**config.mk**
```make
export PLATFORM = sky130hd
export DESIGN_NAME = bitmask_decoder_16_flat
export DESIGN_NICKNAME = d
export VERILOG_FILES = /design/src/rtl/bitmask_decoder_16_if.sv /design/src/rtl/bitmask_decoder_16.sv /design/src/flat_wrapper.sv
export SDC_FILE = /design/constraint.sdc
export NUM_CORES = 1
export LEC_CHECK = 0
export ABC_CLOCK_PERIOD_IN_PS = 8900
export BUFFER_PORTS_ARGS = -buffer_cell sky130_fd_sc_hd__buf_2
export CAP_MARGIN = 20
export CORE_ASPECT_RATIO = 1.25
export CORE_MARGIN = 2
export CORE_UTILIZATION = 60
export CTS_CLUSTER_SIZE = 28
export DETAILED_ROUTE_END_ITERATION = 16
export PLACE_DENSITY = 0.84
export REMOVE_ABC_BUFFERS = 1
export SETUP_SLACK_MARGIN = 0.05
export SYNTH_ARGS = -nofsm -noshare
export SYNTH_HDL_FRONTEND = slang
export SYNTH_SLANG_ARGS = --single-unit
```
**constraint.sdc**
```tcl
create_clock -name clk -period 8.9 [get_ports clk]
set_input_delay 1.78 -clock clk [delete_from_list [all_inputs] [get_ports clk]]
set_output_delay 1.78 -clock clk [all_outputs]
set_load 0.02 [all_outputs]
```
**src/rtl/bitmask_decoder_16_if.sv**
```systemverilog
// Stream interface for bitmask_decoder_16: position beats in, reconstructed mask words out.
interface bitmask_decoder_16_if #(
   parameter int WIDTH = 16,
   parameter int IDX_W = 4,
   parameter int CNT_W = 5
);
   logic             in_valid;
   logic             in_ready;
   logic [IDX_W-1:0] in_pos;
   logic             in_zero;
   logic             in_last;
   logic             out_valid;
   logic             out_ready;
   logic [WIDTH-1:0] out_mask;
   logic [CNT_W-1:0] out_cnt;
   logic             out_err;

   modport master (
      output in_valid, in_pos, in_zero, in_last, out_ready,
      input  in_ready, out_valid, out_mask, out_cnt, out_err
   );

   modport slave (
      input  in_valid, in_pos, in_zero, in_last, out_ready,
      output in_ready, out_valid, out_mask, out_cnt, out_err
   );
endinterface

```
**src/rtl/bitmask_decoder_16.sv**
```systemverilog
// Rebuilds 16-bit bitmasks from a stream of leading-one positions (pos 0 = bit 15).
// Optional duplicate-position detection on out_err: define BITMASK_DUP_CHECK_EN.
module bitmask_decoder_16 #(
   parameter int WIDTH = 16,
   parameter int IDX_W = 4,
   parameter int CNT_W = 5
) (
   input logic                 clk,
   input logic                 reset,
   bitmask_decoder_16_if.slave bus
);

   typedef enum logic {S_IDLE, S_ACC} state_t;

   state_t           state;
   logic [WIDTH-1:0] acc;
   logic [WIDTH-1:0] acc_base;
   logic [WIDTH-1:0] bit_sel;
   logic [WIDTH-1:0] acc_next;
   logic             in_ready;
   logic             accept;
   logic             out_valid_q;
   logic [WIDTH-1:0] out_mask_q;
   logic [CNT_W-1:0] out_cnt_q;

   function automatic logic [CNT_W-1:0] popcount(input logic [WIDTH-1:0] v);
      logic [CNT_W-1:0] c;
      c = '0;
      for (int unsigned i = 0; i < WIDTH; i++) c = c + CNT_W'(v[i]);
      return c;
   endfunction

   // Only a last beat needs the output register, so only it can stall.
   always_comb in_ready = !(bus.in_last && out_valid_q && !bus.out_ready);
   always_comb accept   = bus.in_valid && in_ready;

   always_comb begin
      bit_sel = '0;
      for (int unsigned i = 0; i < WIDTH; i++) begin
         if (!bus.in_zero && bus.in_pos == IDX_W'(i)) bit_sel[WIDTH-1-i] = 1'b1;
      end
   end

   always_comb acc_base = (state == S_ACC) ? acc : '0;
   always_comb acc_next = acc_base | bit_sel;

`ifdef BITMASK_DUP_CHECK_EN
   logic dup;
   logic out_err_q;
   logic collision;

   always_comb collision = |(acc_base & bit_sel);

   always_ff @(posedge clk) begin
      if (reset) begin
         dup       <= 1'b0;
         out_err_q <= 1'b0;
      end else if (accept) begin
         if (bus.in_last) begin
            out_err_q <= dup | collision;
            dup       <= 1'b0;
         end else begin
            dup <= dup | collision;
         end
      end
   end

   assign bus.out_err = out_err_q;
`else
   assign bus.out_err = 1'b0;
`endif

   always_ff @(posedge clk) begin
      if (reset) begin
         state       <= S_IDLE;
         acc         <= '0;
         out_valid_q <= 1'b0;
         out_mask_q  <= '0;
         out_cnt_q   <= '0;
      end else begin
         if (out_valid_q && bus.out_ready) out_valid_q <= 1'b0;
         // A last beat loading in the handshake cycle overrides the clear above.
         if (accept) begin
            if (bus.in_last) begin
               out_mask_q  <= acc_next;
               out_cnt_q   <= popcount(acc_next);
               out_valid_q <= 1'b1;
               acc         <= '0;
               state       <= S_IDLE;
            end else begin
               acc   <= acc_next;
               state <= S_ACC;
            end
         end
      end
   end

   assign bus.in_ready  = in_ready;
   assign bus.out_valid = out_valid_q;
   assign bus.out_mask  = out_mask_q;
   assign bus.out_cnt   = out_cnt_q;

endmodule

```
**src/flat_wrapper.sv**
```systemverilog
// flat-port wrapper written by rule: the top's interface ports become plain ports
module bitmask_decoder_16_flat 
#(
   parameter int WIDTH = 16,
   parameter int IDX_W = 4,
   parameter int CNT_W = 5
)
  (clk, reset, bus_in_valid, bus_in_pos, bus_in_zero, bus_in_last, bus_out_ready, bus_in_ready, bus_out_valid, bus_out_mask, bus_out_cnt, bus_out_err);
  bitmask_decoder_16_if #(.WIDTH(WIDTH), .IDX_W(IDX_W), .CNT_W(CNT_W)) bus_i ();
  input logic clk;
  input logic reset;
  input wire logic [$bits(bus_i.in_valid)-1:0] bus_in_valid;
  input wire logic [$bits(bus_i.in_pos)-1:0] bus_in_pos;
  input wire logic [$bits(bus_i.in_zero)-1:0] bus_in_zero;
  input wire logic [$bits(bus_i.in_last)-1:0] bus_in_last;
  input wire logic [$bits(bus_i.out_ready)-1:0] bus_out_ready;
  output wire logic [$bits(bus_i.in_ready)-1:0] bus_in_ready;
  output wire logic [$bits(bus_i.out_valid)-1:0] bus_out_valid;
  output wire logic [$bits(bus_i.out_mask)-1:0] bus_out_mask;
  output wire logic [$bits(bus_i.out_cnt)-1:0] bus_out_cnt;
  output wire logic [$bits(bus_i.out_err)-1:0] bus_out_err;
  assign bus_i.in_valid = bus_in_valid;
  assign bus_i.in_pos = bus_in_pos;
  assign bus_i.in_zero = bus_in_zero;
  assign bus_i.in_last = bus_in_last;
  assign bus_i.out_ready = bus_out_ready;
  assign bus_in_ready = bus_i.in_ready;
  assign bus_out_valid = bus_i.out_valid;
  assign bus_out_mask = bus_i.out_mask;
  assign bus_out_cnt = bus_i.out_cnt;
  assign bus_out_err = bus_i.out_err;
  bitmask_decoder_16 #(.WIDTH(WIDTH), .IDX_W(IDX_W), .CNT_W(CNT_W)) u_core (.clk(clk), .reset(reset), .bus(bus_i));
endmodule
```
==> impl_summary.md <==
Run status
The run finished with clean final reports.

Power and ir drop
The switching power total is 0.0001008 W. The ratio of total power to cell area is 157.8 nW/µm². VDD sags by at most 132.4 µV. Internal power comes to 0.0002516 W.

Combinational logic is responsible for 14.6% of the overall power. The sequential power share is 52.5%. Net switching is 28.61% of the power. The clock network fraction of total power is 32.9%.

The leakage power summed over all cells is 0.9997 nW.

Cells and area
The layout cell share with drive strength beyond 1 is 22.12%. In the final design database the tool counted 250 nets. 0 antenna diodes ended up in the layout. Relative to the synthesized area, the layout overhead comes to 10.80%. The final instance area is 2233 µm². For this run, the number of standard cells in the final layout without fillers is 263.

STA
The max-slew violation count is 0. The worst pin sits at a relative slew slack of 46.16%. Dividing the final minimum period by the clock period gives 67.72%.

The final critical path time including I/O delays and setup is 6027 ps. The hold violation count in the final report is 0. Clock skew on the completed layout was measured at 4.649 ps. After routing, the total negative slack on setup checks comes to 0 ps. Hold timing on the final database bottoms out at a slack of 479.5 ps. Setup violations remaining at the end of the flow were counted as 0. In the post-route analysis, the smallest setup slack over all paths is 2873 ps. The slew at the pin with the worst max-slew slack is 807.6 ps.

Setup repair after global routing left no endpoint under its margin. The achievable clock frequency is 165.9 MHz.

Clock network
The maximum root-to-sink buffer count is 2. The count of hold-fix buffers inserted at cts is 0. The TritonCTS clock tree is yes. The clock drives 39 sinks.

Clock-pin slew was measured on the worst setup and hold paths at 70 ps. The number of post-CTS setup repair buffers is 0. The number of buffers created by CTS is 5.

Gates resized during post-CTS repair numbered 0. The root buffer cell is clkbuf_8. The later pin in the worst-skew pair is clocked with a latency of 300 ps. The H-tree was split into 2 levels.

Setup path
Across all register-to-register paths, the minimum setup slack is 4190 ps. At the worst endpoint, the arrival time is 6180 ps. The worst setup path is of the input port to flip-flop kind. Of all nets on the critical path, the largest fanout is 8. The nature of the critical path endpoint is a flip-flop. The worst setup path is launched from an input port.

Data on the critical path is required at its endpoint by 9060 ps.

GRT
The largest net degree at the start of global routing is 31. The via count of the first global-routing pass was 1,539. After global routing the overflow that remains totals 0. The first-pass GRT wire length is 7245 µm. The initial antenna violation count came to 0.

The total routing resource utilization after global routing is 24.99%.

Routing
The final layout contains routed wiring with a total length of 4411 µm. The post-detailed-route via-to-cell ratio is 6.236. After detailed routing, the number of remaining DRC violations is 0. For this block, the initial DRC count from the detailed router was 41. Summing over every cut layer, the via total after detailed routing is 1,640. The number of optimization iterations in the first detailed-route pass is 4. The detail route stage leaves a number of antenna-violating nets equal to 0. The routed wire length per instance is 16.77 µm.

Worst hold path
In this run the worst hold path is classified as flip-flop to flip-flop.

Logic synthesis
The cell area after technology mapping is 2016 µm². In this run, distinct cell masters in the synthesized netlist total 41. The post-synthesis async set-or-reset flop share is 0%. Counting flops and latches in the post-synthesis netlist gives 39.

The number of warning messages in the yosys log is 0. The most used flip-flop cell after synthesis is dfxtp_1. Yosys mapped a number of flops with a built-in enable equal to 0.

The number of instances in the synthesized netlist is 200. The post-synthesis average cell area is 10.08 µm². Sequential cells were found to cover 38.73% of the synthesized design area.

Placed design
The area after detailed placement is 2150 µm². The worst slack after detailed placement is 2562 ps. The HPWL reported at the end of detailed placement is 3290 µm.

The number of I/O port buffers is 32. The number of placed instances with taps included is 255. The final estimated routing congestion in global placement is 0.8171.

Floorplan
The floorplan step set the die width to 55.84 µm. From bottom edge to top edge, the die measures 68.80 µm. The number of core rows is 23. In this run the standard cell core region covers 3223 µm². The number of top-level pins is 34.

For this configuration, the core starts out at a cell density of 62.54%. The die outline area is 3842 µm².

Run
Across the run, the number of max-cap violations was 0.
## critical path, cell delays in order
cell and delay [ps]:
buf_2 190, and3b_1 240, a32oi_1 250, inv_1 70, ha_1 310, fa_1 490, fa_1 510, fa_1 550
inv_1 50, fa_1 500, inv_1 50, fa_1 400, fa_1 410, a21o_1 190, nand4_1 80, a21oi_1 90
## metal layers
| layer | track usage, % | share of wire (%) | wire length [µm] | vias to the layer above |
|---|---|---|---|---|
| met5 | 0 | 0 | 0 | - |
| met4 | 11.61 | 1.9 | 82 | 0 |
| met3 | 5.784 | 3.9 | 173 | 8 |
| met2 | 43.15 | 51 | 2256 | 46 |
| met1 | 30.08 | 43 | 1899 | 794 |
| li1 | - | - | - | 792 |
## synthesized netlist by cell type, types with 2 or more instances
cell      count  area, µm²
ha_1          5      62.56
fa_1         10      200.2
buf_1         2      7.510
a21oi_1      23      115.1
buf_4         3      22.52
nand2_1       3      11.26
o21ai_0       3      15.01
nand3_1       3      15.01
nor3_1        2      10.01
nor2_1        2      7.510
a22o_1       16      140.1
a32oi_1       4      35.03
nand2b_1      4      25.02
a211oi_1     16      120.1
dfxtp_1      39      780.8
clkbuf_1      2      7.510
a22oi_1      12      90.09
nor4b_2       2      30.03
nor2b_1       2      12.51
nor3b_1       2      15.01
buf_2         7      35.03
inv_1        18      67.56
nor3b_2       2      25.02
## per-stage QoR
stage	total power (W)	util [%]
global placement	0.0002387	66.69
finish	0.0003524	69.29
CTS	0.0003557	69.29
global route	0.0003689	69.29
detailed placement	0.0002407	66.69
floorplan	0.0002206	-
## layout make-up
class / instances / area [µm²]
clock inverters: 3 / 15.01
flip-flops and latches: 39 / 780.7
fillers: 271 / 989.7
well taps: 37 / 46.29
multi-input cells: 129 / 1095
clock buffers: 5 / 68.82
repair buffers: 32 / 160.2
inverters: 18 / 67.56
## sequential cells by signal, summed over array words and instances, names as in the netlist
| signal | count |
|---|---|
| u_core.acc | 16 |
| u_core.bus.out_cnt | 5 |
| u_core.bus.out_mask | 16 |
| u_core.bus.out_valid | 1 |
| u_core.state | 1 |
## layout by cell type, fill, tap and decap left out, drive strengths merged, types with 4 or more instances in the layout
cell,instances
a211oi,17
a21oi,23
a22o,16
a22oi,12
a32oi,4
buf,32
clkbuf,5
dfxtp,39
fa,10
ha,5
inv,18
nand2b,4
nor3b,4
## cell families after synthesis
| kind of cell | after synthesis | share of synthesized area, % |
|---|---|---|
| compound gates | 79 | 28.62 |
| xor+xnor | 1 | 0.4346 |
| fa+ha+maj | 15 | 13.04 |
| buf+inv | 32 | 6.952 |
| flops | 39 | 38.73 |
| other cells | 1 | 0.1860 |
| simple gates | 33 | 12.04 |
## worst paths after layout
check	start	to	cells past startpoint
hold / removal	u_core.bus.out_cnt[0]	u_core.bus.out_cnt[0]	2
setup / recovery	bus_in_zero	u_core.bus.out_cnt[4]	16
setup reg to reg	u_core.state	u_core.bus.out_cnt[4]	14
hold reg to reg	u_core.bus.out_cnt[0]	u_core.bus.out_cnt[0]	2
## power groups by stage
stage	clock (W)	sequential [W]	combinational, W
floorplan	0	0.000195	0.0000254
global placement	0	0.000189	0.0000499
detailed placement	0	0.000189	0.0000516
CTS	0.000119	0.000185	0.0000516
global route	0.000126	0.000186	0.0000571
finish	0.000116	0.000185	0.0000514
No activity file was read; power rests on OpenSTA's default activity.
